==> src/rtl/fetch_unit.sv <==
// Instruction fetch stage: owns the PC, reads instruction memory through a req/ready
// handshake and holds the fetched word for decode until the instruction retires.
module fetch_unit #(
    parameter logic [31:0] RESET_PC   = 32'h0000_0000,
    parameter logic [31:0] EXC_VECTOR = 32'h0000_0080
) (
    input  logic        i_clk,
    input  logic        i_rst,
    input  logic [31:0] i_nextPC,
    input  logic        i_pcsrc,
    input  logic        i_ack,
    output logic [31:0] o_imem_addr,
    output logic        o_imem_req,
    input  logic        i_imem_ready,
    input  logic [31:0] i_imem_data,
    output logic [31:0] o_instr,
    output logic [31:0] o_pc,
    output logic        o_valid,
    output logic        o_misaligned,
    output logic [31:0] o_icount
);

    typedef enum logic {FETCH, HOLD} state_t;

    state_t      state;
    logic [31:0] pc;
    logic [31:0] pc_plus4;

    assign pc_plus4    = pc + 32'd4;
    assign o_imem_addr = pc;

    // o_imem_req is a flop so it stays low through reset and rises on the first edge after.
    always_ff @(posedge i_clk or posedge i_rst) begin
        if (i_rst) begin
            state        <= FETCH;
            pc           <= {RESET_PC[31:2], 2'b00};
            o_imem_req   <= 1'b0;
            o_instr      <= 32'd0;
            o_pc         <= 32'd0;
            o_valid      <= 1'b0;
            o_misaligned <= 1'b0;
            o_icount     <= 32'd0;
        end else begin
            o_misaligned <= 1'b0;
            case (state)
                FETCH: begin
                    if (o_imem_req && i_imem_ready) begin
                        o_instr    <= i_imem_data;
                        o_pc       <= pc_plus4;
                        o_valid    <= 1'b1;
                        o_imem_req <= 1'b0;
                        state      <= HOLD;
                    end else begin
                        o_imem_req <= 1'b1;
                    end
                end
                HOLD: begin
                    if (i_ack) begin
                        o_icount   <= o_icount + 32'd1;
                        o_valid    <= 1'b0;
                        o_imem_req <= 1'b1;
                        state      <= FETCH;
                        if (!i_pcsrc) begin
                            pc <= pc_plus4;
                        end else if (i_nextPC[1:0] == 2'b00) begin
                            pc <= {i_nextPC[31:2], 2'b00};
                        end else begin
                            // Misaligned taken target traps to the exception vector.
                            pc           <= {EXC_VECTOR[31:2], 2'b00};
                            o_misaligned <= 1'b1;
                        end
                    end
                end
                default: state <= FETCH;
            endcase
        end
    end

endmodule

==> config.mk <==
export PLATFORM = sky130hd
export DESIGN_NAME = fetch_unit
export DESIGN_NICKNAME = d
export VERILOG_FILES = /design/src/rtl/fetch_unit.sv
export SDC_FILE = /design/constraint.sdc
export NUM_CORES = 1
export LEC_CHECK = 0
export CORE_ASPECT_RATIO = 0.6
export CORE_UTILIZATION = 46
export CTS_CLUSTER_DIAMETER = 200
export DETAILED_ROUTE_END_ITERATION = 7
export MAX_ROUTING_LAYER = met4
export PLACE_DENSITY = 0.78
export SETUP_SLACK_MARGIN = 0.2
export SYNTH_ARGS = -nofsm -noshare
export SYNTH_HDL_FRONTEND = slang
export SYNTH_SLANG_ARGS = --single-unit
==> constraint.sdc <==
create_clock -name i_clk -period 6.05 [get_ports i_clk]
set_input_delay 1.21 -clock i_clk [delete_from_list [all_inputs] [get_ports i_clk]]
set_output_delay 1.21 -clock i_clk [all_outputs]
set_load 0.03 [all_outputs]
# ---- Word-level counts from Yosys, hierarchy flattened
# Cells that the tools add are included.
dict set report totals {
  register_bits 132
  out_inout_bits 131
  wordCells 33
  in_bits 69
}
dict set report op_classes {
  reduce_logical 5
  n_mux 15
  n_addsub 2
  n_eq_ne 2
  n_bitwise 1
}
# cell n
set op_table {}
lappend op_table {{32-bit 2-to-1 mux} 2}
lappend op_table {{32-bit by 1-bit adder with 32-bit output (second input constant)} 1}
lappend op_table {{32-bit by 3-bit adder with 32-bit output (second input constant)} 1}
lappend op_table {{1-bit 2-to-1 mux} 10}
lappend op_table {{1-bit case mux with 2 select lines} 3}
lappend op_table {{2-bit AND reduction} 3}
lappend op_table {{2-bit != test (second input constant)} 2}
lappend op_table {{2-bit zero test} 1}
lappend op_table {{1-bit logical AND} 1}
lappend op_table {{1-bit NOT} 1}

# ---- Longest topological paths before layout
dict set report logic_depth {
  ltp_word 5
  ltp_mapped 7
  mapped_depth_nobuf 6
}

# ---- Worst setup path after synthesis
# No wires, ideal clock.
dict set report synth_timing {
  kind {input to register}
  start {in i_ack}
  end {reg o_icount[29]}
  arrival_time_ps 2810
  setup_slack_ps 3159
  n_path_buf 1
  t_required_ps 5970
  cell_stages 6
  setup_ps 80
  path_cell_list {nand2_1 > or4b_1 > or4_1 > buf_2 > nor3_4 > xor2_1}
}
dict set report synth_between {
  elab_chain_len 1
}
# item line
set synth_rtl {}
lappend synth_rtl {{start: declaration} 11} ;# input logic i_ack,
lappend synth_rtl {{2-bit AND reduction (no source line)} --}
lappend synth_rtl {{end signal: assignment} 59} ;# o_icount <= o_icount + 32'd1;
lappend synth_rtl {{end: declaration} 20} ;# output logic [31:0] o_icount
# Every way passes these cells.
# A chain may end at the register's enable or synchronous reset.

# ---- Final worst setup path
dict set report layout_timing {
  start {in i_pcsrc}
  end {reg pc[26], in the netlist o_imem_addr[26]}
}
dict set report layout_between {
  elab_chain_len 1
}
# item line
set layout_rtl {}
lappend layout_rtl {{start: declaration} 10} ;# input logic i_pcsrc,
lappend layout_rtl {{32-bit 2-to-1 mux} 63} ;# if (!i_pcsrc) begin
lappend layout_rtl {{end signal: assignment} 64} ;# pc <= pc_plus4;
lappend layout_rtl {{end signal: assignment} 66} ;# pc <= {i_nextPC[31:2], 2'b00};
lappend layout_rtl {{end signal: assignment} 69} ;# pc <= {EXC_VECTOR[31:2], 2'b00};
lappend layout_rtl {{end: declaration} 26} ;# logic [31:0] pc;
# Every way passes these cells.

==> summary.md <==
| Metric | Value |
|---|---|
| Status | `finished clean` |
| Crit end category | `register` |
| Register Area | `about 3200 µm²` |
| Worst skew pair latency | `about 0.4 ns` |
| Setup skew after layout | `slightly below 0.01 ns` |
| Num CTS Buffers | `17` |
| Yosys cell types | `44` |
| Crit path largest cell delay | `1.09 ns` |
| Sequential power share | `roughly a third` |
| Fin nets | `830` |
| Setup Buffers After CTS | `0` |
| ANT nets after route | `0` |
| R2r setup slk | `3.25 ns` |
| Tot GR Track Use | `27.16%` |
| Final Setup Violations | `0` |
| Area taken by multi-input logic gates | `approximately 2600 µm²` |
| Worst min path class | `reg -> reg` |
| Initial core utilization | `between 40 and 50%` |
| I/O Buffers | `around 200` |
| Reg-to-Reg Start | `o_imem_addr[2]` |
| Clock buffer depth | `2` |
| Pwr Total | `about 4000 µW` |
| Hold Startpoint | `o_pc[8]` |
| Clock root buffer | `clkbuf_16` |
| FFs w/ async S/R, synth | `100.0%` |
| P_leak | `between 0.003 and 0.004 µW` |
| Seq cells post-synth | `around 130` |
| Initial antenna violation count | `1` |
| CTS tree | `built` |
| Hold Path End | `o_pc[8]` |
| Vias in the first global route | `slightly above 5000` |
| Net Sw Power | `1569 µW` |
| Fraction of layout cells with a size suffix above 1 | `roughly a tenth` |
| Avg Cell Area, Syn | `just over 10 µm²` |
| Vias | `5209` |
| Clk sink count | `between 100 and 150` |
| Worst path slowest cell | `nor3_2` |
| Slew Viols, Final | `0` |
| Post-synth top flop | `dfrtp_1` |
| Peak Freq | `about 280 MHz` |
| CP delay by family, top | `buffers and inverters` |
| DRT iter0 DRCs | `roughly 580` |
| Cell Chain, Critical Path | `clkdlybuf4s50_1 -> buf_4 -> inv_1 -> nor3_2 -> a22oi_1 -> o2bb2ai_1` |
| Cts hold-fix bufs | `0` |
| CTS clock-pin slew for the worst setup and hold paths | `roughly 0.06 ns` |
| Gp weighted congestion | `~0.84` |
| Min Clock Period, post-route | `3.630 ns` |
| Grt total ovfl | `0` |
| CTS HTree Levels | `4` |
| Mapped cell area | `around 6000 µm²` |
| First-pass GRT wire length | `between 20000 and 30000 µm` |
| Filler Cells Inserted | `between 800 and 900` |
| Final worst-path cycle share | `approximately 60%` |
| Critical path class | `in -> reg` |
| R2R depth | `5` |
| Switching part of the total | `just under 40%` |
| Relative slew slack | `between 10% and 20%` |
| Die X | `between 100 and 150 µm` |
| RR Endpoint | `o_imem_addr[30]` |
| Sequential-to-total area share from yosys stat | `between 50% and 60%` |
| Critical path fanouts, max | `40` |
| Most common cell after layout, fill and taps aside | `clkdlybuf4s50_1` |
| DR DRC count | `0` |
| Max Cap Viol | `0` |
| Pint | `about 2500 µW` |
| Routed WL | `between 15000 and 20000 µm` |
| Post-CTS sizing | `0` |
| Post-synth EDFFs | `0` |
| Final setup TNS | `0 ns` |
| Synth warn | `0` |
| Drt via density | `between 5 and 6` |
| Power Dens Cells | `around 470 nW/µm²` |
| Core Region | `12330 µm²` |
| Startpoint Class | `input pin` |
| Mapped Cells | `576` |
| Buf+Inv Stages, Crit Path | `3` |
| CP Data Arrival Time | `3.96 ns` |
| Commonest non-fill, non-tap cells in the layout | `195 x clkdlybuf4s50_1, 128 x dfrtp_1, 67 x nand2_1` |
| Top Ports | `200` |
| Die area | `between 10000 and 15000 µm²` |
| Clock power frac | `about 25%` |
| Tightest Pin Transition | `1.342 ns` |
| Post-DR wirelength/cell | `18.04 µm` |
| Largest net degree at the start of global routing | `95` |
| Fin. Hold Viols | `0` |
| Gate power share | `between 40% and 50%` |
| HPWL Detailed | `roughly 12000 µm` |
| Hold-critical path depth | `2` |
| Site Rows | `31` |
| Syn-to-layout area delta | `44.29%` |
| RSZ-0062 raised after global routing | `false` |
| Die Ht | `about 90 µm` |
| Worst EP required | `approximately 6.4 ns` |
| Peak VDD IR | `between 0.2 and 0.3 mV` |
| Pre-Repair DR Iteration Count | `6` |
==> synth_stat cells, types with 12 or more instances <==
cell / number / area share [%]
clkbuf_1: 29 / 1.8
mux2_2: 33 / 6.2
xor2_1: 24 / 3.5
nand2_1: 67 / 4.2
nand3_1: 22 / 1.8
nand4_1: 15 / 1.6
o21ai_0: 60 / 5.0
a22oi_1: 12 / 1.5
dfrtp_1: 128 / 54
xnor2_1: 35 / 5.1
nor3_1: 23 / 1.9
nor2_1: 38 / 2.4
==> kinds of logic (layout without fill, tap and decap cells) <==
family | Yosys count | count (layout) | share of synthesized area [%]
flops | 128 | 128 | 53.63
mux | 33 | 33 | 6.223
other cells | 1 | 5 | 0.06279
simple gates | 195 | 195 | 15.86
compound gates | 113 | 113 | 12.03
xor+xnor | 59 | 59 | 8.653
buf+inv | 45 | 238 | 3.122
fa+ha+maj | 2 | 2 | 0.4190
==> routing by layer <==
metal	vias to the layer above	share of wire [%]	GRT usage, %
met5	-	0	-
li1	2409	-	-
met3	25	9.2	6.566
met1	2506	47	39.07
met2	269	42	37.60
met4	0	1.2	8.503
==> state kept, by name, summed over array words and instances (netlist names) <==
register and count:
o_pc 30, o_valid 1, o_imem_req 1, o_misaligned 1, state 1, o_instr 32, o_icount 32, o_imem_addr 30
==> tightest hold or removal path: stages (launching register included) <==
cell and delay [ns]:
dfrtp_1 0.34, nand2_1 0.05, o21ai_0 0.06
==> area by class of cell <==
class	instances	share of cell area (%)
Clock inverter	13	1.626
Multi-Input combinational cell	406	30.30
Timing Repair Buffer	199	23.00
Inverter	7	0.3340
Antenna cell	1	0.02904
Tap cell	165	2.396
Clock buffer	19	5.140
Sequential cell	128	37.17
==> how the worst max path moves through the flow <==
stage / endpoint / cells past startpoint / slack (ns) / start
3_3_place_gp: o_icount[29] / 7 / 2.28 / i_ack
5_1_grt: o_imem_addr[26] / 6 / 2.33 / i_pcsrc
6_report: o_imem_addr[26] / 6 / 2.42 / i_pcsrc
4_1_cts: o_imem_addr[26] / 6 / 2.57 / i_pcsrc
3_5_place_dp: o_imem_addr[26] / 6 / 2.14 / i_pcsrc
2_1_floorplan: o_icount[0] / 1 / 1.43 / i_rst
==> stage by stage <==
stage / area (µm²) / hold slack (ns) / cells / setup WS [ns] / util (%)
6_report: 8617 / 0.4831 / 938 / 2.420 / 69.86
5_1_grt: 8617 / 0.4991 / 938 / 2.334 / 69.86
4_1_cts: 8615 / 0.4803 / 937 / 2.567 / 69.84
3_5_place_dp: 8031 / 0.4704 / 905 / 2.136 / 65.11
3_3_place_gp: 8031 / 0.4640 / 905 / 2.278 / 65.11
2_1_floorplan: 5983 / 0.5748 / 579 / 1.427 / -
==> power groups by stage <==
stage | sequential [µW] | clock (µW) | combinational (µW)
5_1_grt | 1430 | 1060 | 1750
3_3_place_gp | 1370 | 0 | 1640
6_report | 1380 | 997 | 1660
3_5_place_dp | 1390 | 0 | 1660
2_1_floorplan | 1870 | 0 | 442
4_1_cts | 1380 | 1010 | 1670
Note: power is estimated with default switching activity, not from simulation.
==> variant 1 (same settings) <==
Reset style: synchronous (`i_rst`), changed in one clocked block.
--- a/src/rtl/fetch_unit.sv
+++ b/src/rtl/fetch_unit.sv
@@ -31,5 +31,5 @@
 
     // o_imem_req is a flop so it stays low through reset and rises on the first edge after.
-    always_ff @(posedge i_clk or posedge i_rst) begin
+    always_ff @(posedge i_clk) begin
         if (i_rst) begin
             state        <= FETCH;
Function: differs if i_rst is asserted again (counterexample within 4 cycles, from zero or initial values and one cycle with i_rst high); with i_rst held inactive, the same outputs for 4 cycles.
==> variant 1 against the unedited design <==
- setup slack gained 170 ps
- cell area shrank 1.5%
- routed wire length grew 12%
- sequential share of layout area shrank 7.0 points
- highest routed layer unchanged
- first-iteration DRC count shrank 37%
- critical path depth grew 1
- critical path type unchanged
- global-route usage grew 1.1 points
- area after synthesis shrank 1.5%
- sequential cell count is the same
Power is not compared: it rests on default switching activity, and its combinational part moved more than twofold at a synthesized area within 25%.
==> variant 1: results (changes against the unedited design) <==
** Drt
- Starting DRC count in detailed routing :: 365 (was 578)
- Number of optimization iterations in the first detailed-route pass :: 5 (was 6)
- The total via count after detailed routing came to 6023 (was 5209).
- The vias per cell was 5.629 (was 5.553).
- The total wire length after detailed routing came to 18.91 mm (was 16.92 mm).

** Logic synthesis
- The multiplexer share of the synthesized area came to 0.008722 (was 0.06223).
- Largest cells by area after synthesis: dfxtp_1, nand2_1, a21oi_1, xnor2_1, nor2_1 (was dfrtp_1, mux2_2, xnor2_1, o21ai_0, nand2_1).
- Seq/Total Area, Yosys :: 0.4357 (was 0.5364)
- The number of unique standard cell types used by synthesis was 53 (was 44).
- Xor and xnor area share after synthesis :: 0.08041 (was 0.08653)
- Post-synthesis async set-or-reset flop share :: 0 (was 1.000)
- Compound-cell area share of the yosys netlist :: 0.1710 (was 0.1203)
- The arithmetic-cell share of the synthesized area counting full adders, half adders and majority gates is 0.004254 (was 0.004190).
- Post-synth top cells: dfxtp_1, nand2_1, a21oi_1, nor2_1, clkbuf_1 (was dfrtp_1, nand2_1, o21ai_0, nor2_1, xnor2_1).

** Worst setup path
- Arrival time of data at the critical path endpoint :: 3740 ps (was 3960 ps)
- The largest stage delay on the critical path is 640 ps (was 1090 ps).
- The reg-to-reg setup timing slack is 3450 ps (was 3250 ps).
- Worst Reg-to-Reg Cells :: 6 (was 5)
- Reg2Reg Launch Point :: o_imem_addr[2] (unchanged)
- Critical path's slowest cell :: nor4_1 (was nor3_2)

** Run status
- Run status: complete, no violations (unchanged).

** STA
- Upper clock frequency limit :: 288.6 MHz (was 275.5 MHz)
- The maximum clock skew at final layout was 10.20 ps (was 9.840 ps).

** GRT
- The via count of the first global-routing pass is 5368 (was 5037).

** Final layout
- The number of inserted diodes came to 0 (was 1).
- The proportion of layout cells with a drive suffix above 1 came to 0.05635 (was 0.09715).
- Nets :: 964 (was 830)

** Place
- Worst slack at placement :: 2411 ps (was 2136 ps)
- The area of placed instances is 7876 um^2 (was 8031 um^2).

** Worst hold path
- The launch instance of the worst min-delay path was o_instr[23] (was o_pc[8]).
- The hold path endpoint is o_instr[23] (was o_pc[8]).
[variant 1: cell types whose count changed in the layout (fill, tap and decap cells not counted), sizes merged, moves of 11 or more]
cell	change
dfrtp	-128
dfxtp	+128
a21oi	+61
nand2	+40
mux2	-32
nor2	+32
o21ai	-18
a211oi	+16
and3	+11
[variant 1: area by class of cell]
class                      instances  area, um^2
timing repair buffer             202        2002
clock buffer                      19       452.9
sequential                       128        2562
multi-input combinational        533        3064
clock inverter                    12       157.7
tap                              165       206.4
fill                            1002        3770
inverter                          11       41.29
[variant 1: worst max-delay path, delay by kind of cell]
kind,cells,cell delay (ps)
xor+xnor,1,190
buf+inv,2,870
simple gates,4,1430
[variant 1: power groups by stage]
stage               registers (W)  logic [W]  clock network (W)
floorplan                0.000961  0.0000789                  0
global placement         0.000908   0.000251                  0
detailed placement       0.000910   0.000255                  0
CTS                      0.000892   0.000256            0.00107
global route             0.000895   0.000272            0.00110
finish                   0.000892   0.000256            0.00106
[variant 1: cell families after synthesis]
family / Yosys count
AOI/OAI and AO/OA: 170
xor gates and xnor gates: 54
adders and majority gates: 2
buffers and inverters: 67
DFF: 128
muxes: 5
other: 1
and+or+nand+nor: 298
[variant 1: per-stage QoR]
step	power (W)	util
2_1_floorplan	0.001040	-
3_3_place_gp	0.001159	0.6426
3_5_place_dp	0.001164	0.6426
4_1_cts	0.002215	0.6924
5_1_grt	0.002272	0.6924
6_report	0.002210	0.6924
[variant 1: per-layer routing]
layer / vias to the layer above / part of all wire / GRT usage
met3: 29 / 0.088 / 0.06869
met5: - / 0 / -
met4: 0 / 0.015 / 0.09278
li1: 2890 / - / -
met2: 300 / 0.43 / 0.4038
met1: 2804 / 0.47 / 0.3909
==> variant 2 (same settings) <==
Made on the original files. Set the parameter `EXC_VECTOR` to 32'h00000060 (it was 32'h0000_0080).
--- a/src/rtl/fetch_unit.sv
+++ b/src/rtl/fetch_unit.sv
@@ -3,5 +3,5 @@
 module fetch_unit #(
     parameter logic [31:0] RESET_PC   = 32'h0000_0000,
-    parameter logic [31:0] EXC_VECTOR = 32'h0000_0080
+    parameter logic [31:0] EXC_VECTOR = 32'h00000060
 ) (
     input  logic        i_clk,
Behaviour: not the same (a bounded check fails within 4 cycles, from zero or initial values and one cycle with i_rst high).
==> variant 2 against the unedited design <==
- area after synthesis grew 0.65%
- global-route usage grew 0.51 points
- routed wire length grew 2.3%
- count of clock-buffer cells in the layout shrank 1
- hold slack lost 1.7 ps
- setup slack lost 250 ps
- cell area grew 0.20%
- sequential share of layout area shrank 0.075 points
- power grew 2.1%
- sequential cell count is the same
- via count grew 1.1%
- critical endpoint is now o_imem_addr[18]
- largest power group unchanged
- highest routed layer unchanged
==> variant 2: results (changes against the unedited design) <==
** Run status
- Run status :: complete, no violations (unchanged)

** STA
- The maximum clock skew at final layout came to 9.138 ps (was 9.840 ps).
- Slew at the pin closest to its max-slew limit :: 1376 ps (was 1342 ps)
- TNS Setup :: 0 ps (unchanged)

** GRT
- Pin count of the biggest net entering global routing :: 95 (unchanged)
- Number of antenna violations at the first check in global routing :: 0 (was 1)
- Vias in the first global route :: 5226 (was 5037)
- The global router's overall resource usage was 0.2767 (was 0.2716).
- The wire length of the first global-routing pass is 27.70 mm (was 27.29 mm).

** Drt
- The total via count after detailed routing was 5268 (was 5209).
- The detailed router's first-iteration violation count was 404 (was 578).
- The length of the first detailed-routing pass in iterations is 5 (was 6).
- The per-cell routed wire length is 18.19 um (was 18.04 um).

** Final layout
- Top flop regs: o_icount: 32 flops, o_instr: 32 flops (unchanged).
- Number of inserted diodes :: 0 (was 1)
- The proportion of layout cells with a drive suffix above 1 came to 0.09924 (was 0.09715).
- Nets :: 844 (was 830)
- FILL cells :: 906 (was 893)

** Logic synthesis
- The number of unique standard cell types used by synthesis is 50 (was 44).
- Seq/Total Area, Yosys :: 0.5329 (was 0.5364)
- Post-synth top cells :: dfrtp_1, nand2_1, o21ai_0, nor2_1, xnor2_1 (unchanged)

** Worst setup path
- Arrival time of data at the critical path endpoint :: 4200 ps (was 3960 ps)
- The highest fanout seen on the critical path came to 59 (was 40).
- CP max stage delay :: 1160 ps (was 1090 ps)

** Pwr
- IR drop worst, VDD :: 0.0003009 V (was 0.0002849 V)
- Leak Pwr :: 3.485 nW (was 3.470 nW)

** Place
- Worst slack at placement :: 1902 ps (was 2136 ps)
- The placer's final routability congestion estimate came to 0.8360 (was 0.8351).
- The detailed placer's ending HPWL is 12.29 mm (was 12.18 mm).
[variant 2: worst register-to-register path, delay by kind of cell, from the launching register on]
kind / cells / cell delay, ps
adder cells (fa/ha/maj): 1 / 300
flip-flops: 1 / 500
AND/OR/NAND/NOR: 3 / 1450
AO/OA/AOI/OAI: 2 / 340
[variant 2: final cells by class]
cell class	count	area [um^2]	area share
clock buffers	18	429.2	0.04970
clock inverters	14	133.9	0.01550
inverters	12	47.55	0.005506
multi-input cells	414	2630	0.3046
flip-flops and latches	128	3203	0.3710
well taps	165	206.4	0.02391
repair buffers	200	1984	0.2298
[variant 2: per-layer routing]
metal,vias up,global-route usage,routed length [um]
met5,-,-,0
met4,0,0.09694,376
met3,31,0.07222,1619
met2,254,0.3731,7340
met1,2545,0.3983,7967
li1,2438,-,-
[variant 2: kinds of logic after synthesis]
logic type,count (synthesis),share of synthesized area
flops,128,0.5329
other cells,1,0.0006239
fa+ha+maj,2,0.004163
compound gates,116,0.1180
simple gates,199,0.1603
buf+inv,49,0.03435
mux,34,0.06370
xor+xnor,59,0.08597
[variant 2: power by group]
group / internal [W] / switching (W) / leakage (nW) / total (W)
combinational: 0.000747 / 0.000996 / 1.59 / 0.00174
clock: 0.000570 / 0.000403 / 0.260 / 0.000973
sequential: 0.00114 / 0.000270 / 1.64 / 0.00141
total: 0.00245 / 0.00167 / 3.48 / 0.00412
[variant 2: worst paths after layout]
path                                 from              end  slack, ps  depth (start not counted)
setup / recovery                  i_pcsrc  o_imem_addr[18]       2170                          5
hold / removal                   o_pc[18]         o_pc[18]        480                          2
setup reg to reg           o_imem_addr[2]  o_imem_addr[24]       3340                          6
hold reg to reg                  o_pc[18]         o_pc[18]        480                          2
max in group asynchronous           i_rst         o_pc[17]       3930                          3
min in group asynchronous           i_rst      o_instr[20]       1170                          2
[variant 2: per-stage QoR]
stage / util / area (um^2) / hold slack (ps) / std cells
after floorplan: - / 6022 / 575.8 / 591
after global placement: 0.6523 / 8071 / 460.0 / 919
after detailed placement: 0.6523 / 8071 / 463.7 / 919
after CTS: 0.6978 / 8635 / 483.7 / 951
after global routing: 0.6978 / 8635 / 506.6 / 951
final: 0.6978 / 8635 / 481.4 / 951
